==> config.mk <==
export PLATFORM = sky130hd
export DESIGN_NAME = cpu_fsm
export DESIGN_NICKNAME = d
export VERILOG_FILES = /design/src/rtl/cpu_fsm.sv
export SDC_FILE = /design/constraint.sdc
export NUM_CORES = 1
export LEC_CHECK = 0
export BUFFER_PORTS_ARGS = -buffer_cell sky130_fd_sc_hd__buf_2
export CAP_MARGIN = 20
export CORE_MARGIN = 1.5
export CORE_UTILIZATION = 43
export CTS_CLUSTER_DIAMETER = 200
export CTS_CLUSTER_SIZE = 16
export DETAILED_ROUTE_END_ITERATION = 10
export HOLD_SLACK_MARGIN = 0.08
export PLACE_DENSITY_LB_ADDON = 0.08
export RECOVER_POWER = 50
export SETUP_SLACK_MARGIN = 0.1
export SLEW_MARGIN = 5
export SYNTH_ARGS = -nofsm -noshare
export SYNTH_HDL_FRONTEND = slang
export SYNTH_SLANG_ARGS = --single-unit
==> constraint.sdc <==
create_clock -name clk -period 1.41 [get_ports clk]
set_input_delay 0.282 -clock clk [delete_from_list [all_inputs] [get_ports clk]]
set_output_delay 0.282 -clock clk [all_outputs]
set_load 0.01 [all_outputs]
==> src/rtl/cpu_fsm.sv <==
`timescale 1ns / 1ps
// cpu_fsm: controller for the lab CPU. It sequences the register-file/ALU
// datapath through read, execute and write-back steps for the decoded
// instruction. The idle indication is `w`. All outputs are registered
// Moore outputs, computed from the state being entered.
module cpu_fsm (
  input  logic       clk,
  input  logic       reset,
  input  logic       s,
  input  logic [2:0] opcode,
  input  logic [1:0] op,
  output logic       w,
  output logic [2:0] nsel,
  output logic [1:0] vsel,
  output logic       loada,
  output logic       loadb,
  output logic       loadc,
  output logic       loads,
  output logic       asel,
  output logic       bsel,
  output logic       write
);

  // One-hot register selects and write-back sources.
  localparam logic [2:0] NselNone = 3'b000;
  localparam logic [2:0] NselRn   = 3'b100;
  localparam logic [2:0] NselRd   = 3'b010;
  localparam logic [2:0] NselRm   = 3'b001;
  localparam logic [1:0] VselC    = 2'b00;
  localparam logic [1:0] VselImm8 = 2'b10;

  typedef enum logic [2:0] {
    StWait,
    StDecode,
    StWriteImm,
    StGetA,
    StGetB,
    StAlu,
    StWriteReg
  } state_e;

  // Zero is the illegal class, so the reset value of the class register is 0.
  typedef enum logic [2:0] {
    ClsIllegal = 3'd0,
    ClsMovImm  = 3'd1,
    ClsMovReg  = 3'd2,
    ClsAdd     = 3'd3,
    ClsCmp     = 3'd4,
    ClsAnd     = 3'd5,
    ClsMvn     = 3'd6
  } class_e;

  state_e state, state_next;
  class_e cls, cls_dec;

  // Classify the decoder fields; anything not listed is illegal.
  always_comb begin
    cls_dec = ClsIllegal;
    case ({opcode, op})
      5'b110_10: cls_dec = ClsMovImm;
      5'b110_00: cls_dec = ClsMovReg;
      5'b101_00: cls_dec = ClsAdd;
      5'b101_01: cls_dec = ClsCmp;
      5'b101_10: cls_dec = ClsAnd;
      5'b101_11: cls_dec = ClsMvn;
      default:   cls_dec = ClsIllegal;
    endcase
  end

  // Next-state selection. After DECODE only the captured class is used.
  always_comb begin
    state_next = state;
    case (state)
      StWait: begin
        if (s) state_next = StDecode;
      end
      StDecode: begin
        case (cls_dec)
          ClsMovImm:                 state_next = StWriteImm;
          ClsAdd, ClsCmp, ClsAnd:    state_next = StGetA;
          ClsMovReg, ClsMvn:         state_next = StGetB;
          default:                   state_next = StWait;
        endcase
      end
      StWriteImm: state_next = StWait;
      StGetA:     state_next = StGetB;
      StGetB:     state_next = StAlu;
      StAlu: begin
        if (cls == ClsCmp) state_next = StWait;
        else               state_next = StWriteReg;
      end
      StWriteReg: state_next = StWait;
      default:    state_next = StWait;
    endcase
  end

  // State, captured class and registered Moore outputs for the state being
  // entered. Reset clears everything asynchronously, so a pending write or
  // load drops the moment reset rises.
  always_ff @(posedge clk or posedge reset) begin
    if (reset) begin
      state <= StWait;
      cls   <= ClsIllegal;
      w     <= 1'b1;
      nsel  <= NselNone;
      vsel  <= VselC;
      loada <= 1'b0;
      loadb <= 1'b0;
      loadc <= 1'b0;
      loads <= 1'b0;
      asel  <= 1'b0;
      bsel  <= 1'b0;
      write <= 1'b0;
    end else begin
      state <= state_next;
      if (state == StDecode) cls <= cls_dec;

      w     <= 1'b0;
      nsel  <= NselNone;
      vsel  <= VselC;
      loada <= 1'b0;
      loadb <= 1'b0;
      loadc <= 1'b0;
      loads <= 1'b0;
      asel  <= 1'b0;
      bsel  <= 1'b0;
      write <= 1'b0;

      case (state_next)
        StWait: w <= 1'b1;
        StWriteImm: begin
          nsel  <= NselRn;
          vsel  <= VselImm8;
          write <= 1'b1;
        end
        StGetA: begin
          nsel  <= NselRn;
          loada <= 1'b1;
        end
        StGetB: begin
          nsel  <= NselRm;
          loadb <= 1'b1;
        end
        StAlu: begin
          // ALU is only entered from GET_B, so cls already holds the class.
          // MOV reg and MVN zero the A operand; MOV reg then adds 0 + shifted Rm.
          asel <= (cls == ClsMovReg) || (cls == ClsMvn);
          if (cls == ClsCmp) loads <= 1'b1;
          else               loadc <= 1'b1;
        end
        StWriteReg: begin
          nsel  <= NselRd;
          vsel  <= VselC;
          write <= 1'b1;
        end
        default: ;
      endcase
    end
  end

endmodule

==> summary.md <==
| Metric | Value |
|---|---|
| Distinct cell type count after synthesis | `33` |
| Sw frac | `33.2%` |
| Slew Viols, Final | `0` |
| Drt initial violations | `2` |
| Via Count | `548` |
| Initial antenna violation count | `0` |
| Core Rows | `14` |
| Maximum fanout along the worst path | `5` |
| Clock skew | `0.00208 ns` |
| Gpl congestion | `0.777` |
| Area post-placement | `~900 um2` |
| Port buffer count | `18` |
| Top post-synthesis cells by area | `dfrtp_1 (53%), a221oi_4 (3.7%), dfstp_2 (3.7%), buf_4 (3.2%), nor2_1 (3.2%)` |
| Crit-path cells | `or3b_4 -> buf_4 -> a211oi_1 -> a21o_1` |
| WL per Instance | `11.8 um` |
| CP required | `1.63 ns` |
| M2 GR Usage | `27.4%` |
| Logic pwr share | `between 40% and 50%` |
| DR vias/cell | `4.89` |
| Post-layout nets | `105` |
| Root buffer cell | `clkbuf_4` |
| Seq/Total Area, Yosys | `56.7%` |
| Clk buf depth | `2` |
| Area leader, netlist | `dfrtp_1` |
| Seq pwr share | `40.5%` |
| P_int | `1.09 mW` |
| Total clock sinks | `16` |
| RR Startpoint | `state[1]$_DFF_PP0_` |
| Total wire length | `1320 um` |
| Psw | `roughly 0.54 mW` |
| Worst-Margin Slew | `0.558 ns` |
| Largest net degree at the start of global routing | `17` |
| Endpoints failing setup | `0` |
| Min Tclk post-route | `1.38 ns` |
| Worst-Skew Late Latency | `0.28 ns` |
| R2r worst-path depth | `4` |
| Fmax | `around 0.72 GHz` |
| Core area | `roughly 0.0015 mm2` |
| Die ar. | `0.00190 mm2` |
| Leakage | `0.482 nW` |
| Status | `finished, final reports clean` |
| Hold path endpoint | `cls[1]$_DFFE_PP0P_` |
| Die W | `43.6 um` |
| Buf+Inv Stages, Crit Path | `1` |
| Fraction of layout cells with a size suffix above 1 | `41.7%` |
| Fill count | `133` |
| # diodes | `0` |
| RSZ-0062 raised after global routing | `true` |
| Initial core utilization | `between 40% and 50%` |
| Reg2Reg Capture Point | `cls[0]$_DFFE_PP0P_` |
| Hold path depth | `3` |
| Post-route setup TNS | `0 ns` |
| Drt pass-1 iters | `2` |
| Top-area cell type share of the netlist area | `53.0%` |
| Fin crit share | `about 98%` |
| FF+latch area | `402 um2` |
| Startpoint types | `register` |
| Wire length of the first global-routing pass | `~2100 um` |
| DRC | `0` |
| Gr busiest metal | `met2` |
| Hold_sp | `opcode[2]` |
| Vias in the first global route | `536` |
| Cell area after layout | `968 um2` |
| Remaining global-route overflow | `0` |
| Clock power frac | `~18%` |
| Mapped Cells | `62` |
| M3 GR Usage | `7.50%` |
| CP Class | `reg -> reg` |
| Hold Vio Cnt, Final | `0` |
| Mean Syn Cell Area | `11.4 um2` |
| Synthesis Warnings | `0` |
| Crit path largest cell delay | `0.43 ns` |
| CTS tree | `yes` |
| Worst path slowest cell | `or3b_4` |
| Chip Height | `43.6 um` |
| FF+latch count, synth | `16` |
| I/O pin total | `21` |
| Launch point of the worst path | `state[1]$_DFF_PP0_` |
| Max_cap viols | `0` |
| Pwr Density | `1680 mW/mm2` |
| Tot GR Track Use | `between 10% and 20%` |
| Peak supply drop | `0.00108 V` |
| DRT antenna net count | `0` |
| CTS H-tree lvls | `1` |
| Cts bufs inserted | `3` |
| Synth Cell Area | `708 um2` |
| Met1 GRT Util | `17.6%` |
| P&R area growth vs syn | `36.7%` |
| Critical Path Sink Type | `register` |
| R2R setup slack | `0.03 ns` |
| Hpwl dp | `1020 um` |
| Slew headroom | `62.7%` |
| CP Data Arrival Time | `1.61 ns` |
| HP Class | `in -> reg` |
| Multi-input logic area | `308 um2` |
| Top delay family on crit path | `simple AND/OR/NAND/NOR gates` |
| Worst-path clk slew | `0.09 ns` |
| Largest regs | `cls x3, state x3, nsel x2` |
-- through the flow --
stage	total power, mW	setup slack, ns	instances	utilization [%]	hold slack [ns]
2_1_floorplan	1.04	-0.00467	63	-	0.195
3_3_place_gp	1.23	-0.0305	105	58.0	0.360
3_5_place_dp	1.25	-0.0476	105	58.0	0.362
4_1_cts	1.59	0.0320	111	62.2	0.275
5_1_grt	1.73	-0.0503	112	63.5	0.287
6_report	1.63	0.0260	112	63.5	0.278
-- cells in the final DEF, fill, tap and decap left out, types with 2 or more instances in the layout --
master	n
nor2b_2	2
inv_1	2
nand2_1	4
nor2_1	6
clkbuf_4	3
conb_1	2
dfrtp_1	15
a21o_1	2
buf_4	14
buf_2	10
clkbuf_1	8
-- final cells by class --
class                   instances  area share (%)
flip-flops and latches         16            41.5
repair buffers                 33            20.2
inverters                       2           0.775
well taps                      16            2.07
multi-input cells              41            31.8
clock buffers                   4            3.75
-- cells in the mapped netlist --
cell type and count:
dfrtp_1 15, nor2_1 6, nand2_1 5, buf_4 3, a21o_1 2, a21oi_1 2
inv_1 2, nor2b_1 2, a2111oi_1 1, a211oi_1 1, a211oi_2 1, a221oi_4 1
a31o_2 1, and2_1 1, and3_1 1, and4b_1 1, buf_2 1, conb_1 1
dfstp_2 1, nand2b_1 1, nand3b_1 1, nand4b_1 1, nor2b_2 1, nor3_1 1
nor3b_1 1, nor4b_1 1, o21ai_0 1, o21ai_1 1, o31ai_1 1, or2_1 1
or2b_1 1, or3b_1 1, xor2_1 1
-- per-layer routing --
metal  wire [um]  share of wire [%]
met1         547                 42
met2         665                 50
met3          72                5.5
met4          31                2.4
met5           0                  0
-- how the worst max path moves through the flow --
stage	end	slack [ns]	cells past startpoint
floorplan	write$_DFF_PP0_	-0.005	5
global placement	write$_DFF_PP0_	-0.03	6
detailed placement	write$_DFF_PP0_	-0.05	4
CTS	vsel[1]$_DFF_PP0_	0.03	4
global route	vsel[1]$_DFF_PP0_	-0.05	4
finish	cls[0]$_DFFE_PP0P_	0.03	4
-- repair_timing --
item | in CTS | in global routing
pin swaps | 1 | 0
gates resized for setup | 3 | 5
setup buffers | 1 | 1
endpoints found under the hold margin | 15 | 0
hold buffers | 1 | 0
setup endpoints to repair | 7 | 11
-- power groups by stage --
stage / combinational (mW) / sequential [mW] / clock (mW)
detailed placement: 0.582 / 0.665 / 0
CTS: 0.636 / 0.657 / 0.298
floorplan: 0.333 / 0.704 / 0
global route: 0.742 / 0.676 / 0.315
finish: 0.678 / 0.658 / 0.289
global placement: 0.575 / 0.658 / 0
-- kinds of logic after synthesis --
logic type | count (synthesis) | synth area share [%]
other cells | 1 | 0.530
flops | 16 | 56.7
xor+xnor | 1 | 1.24
buf+inv | 6 | 4.95
simple gates | 26 | 21.4
compound gates | 12 | 15.2
-- worst register-to-register path, delay by kind of cell (launching register included) --
family                 cells  cell delay, ns
AO/OA/AOI/OAI              2            0.35
buffers and inverters      1            0.18
flip-flops                 1            0.38
AND/OR/NAND/NOR            1            0.43
Note: power is estimated with default switching activity, not from simulation.
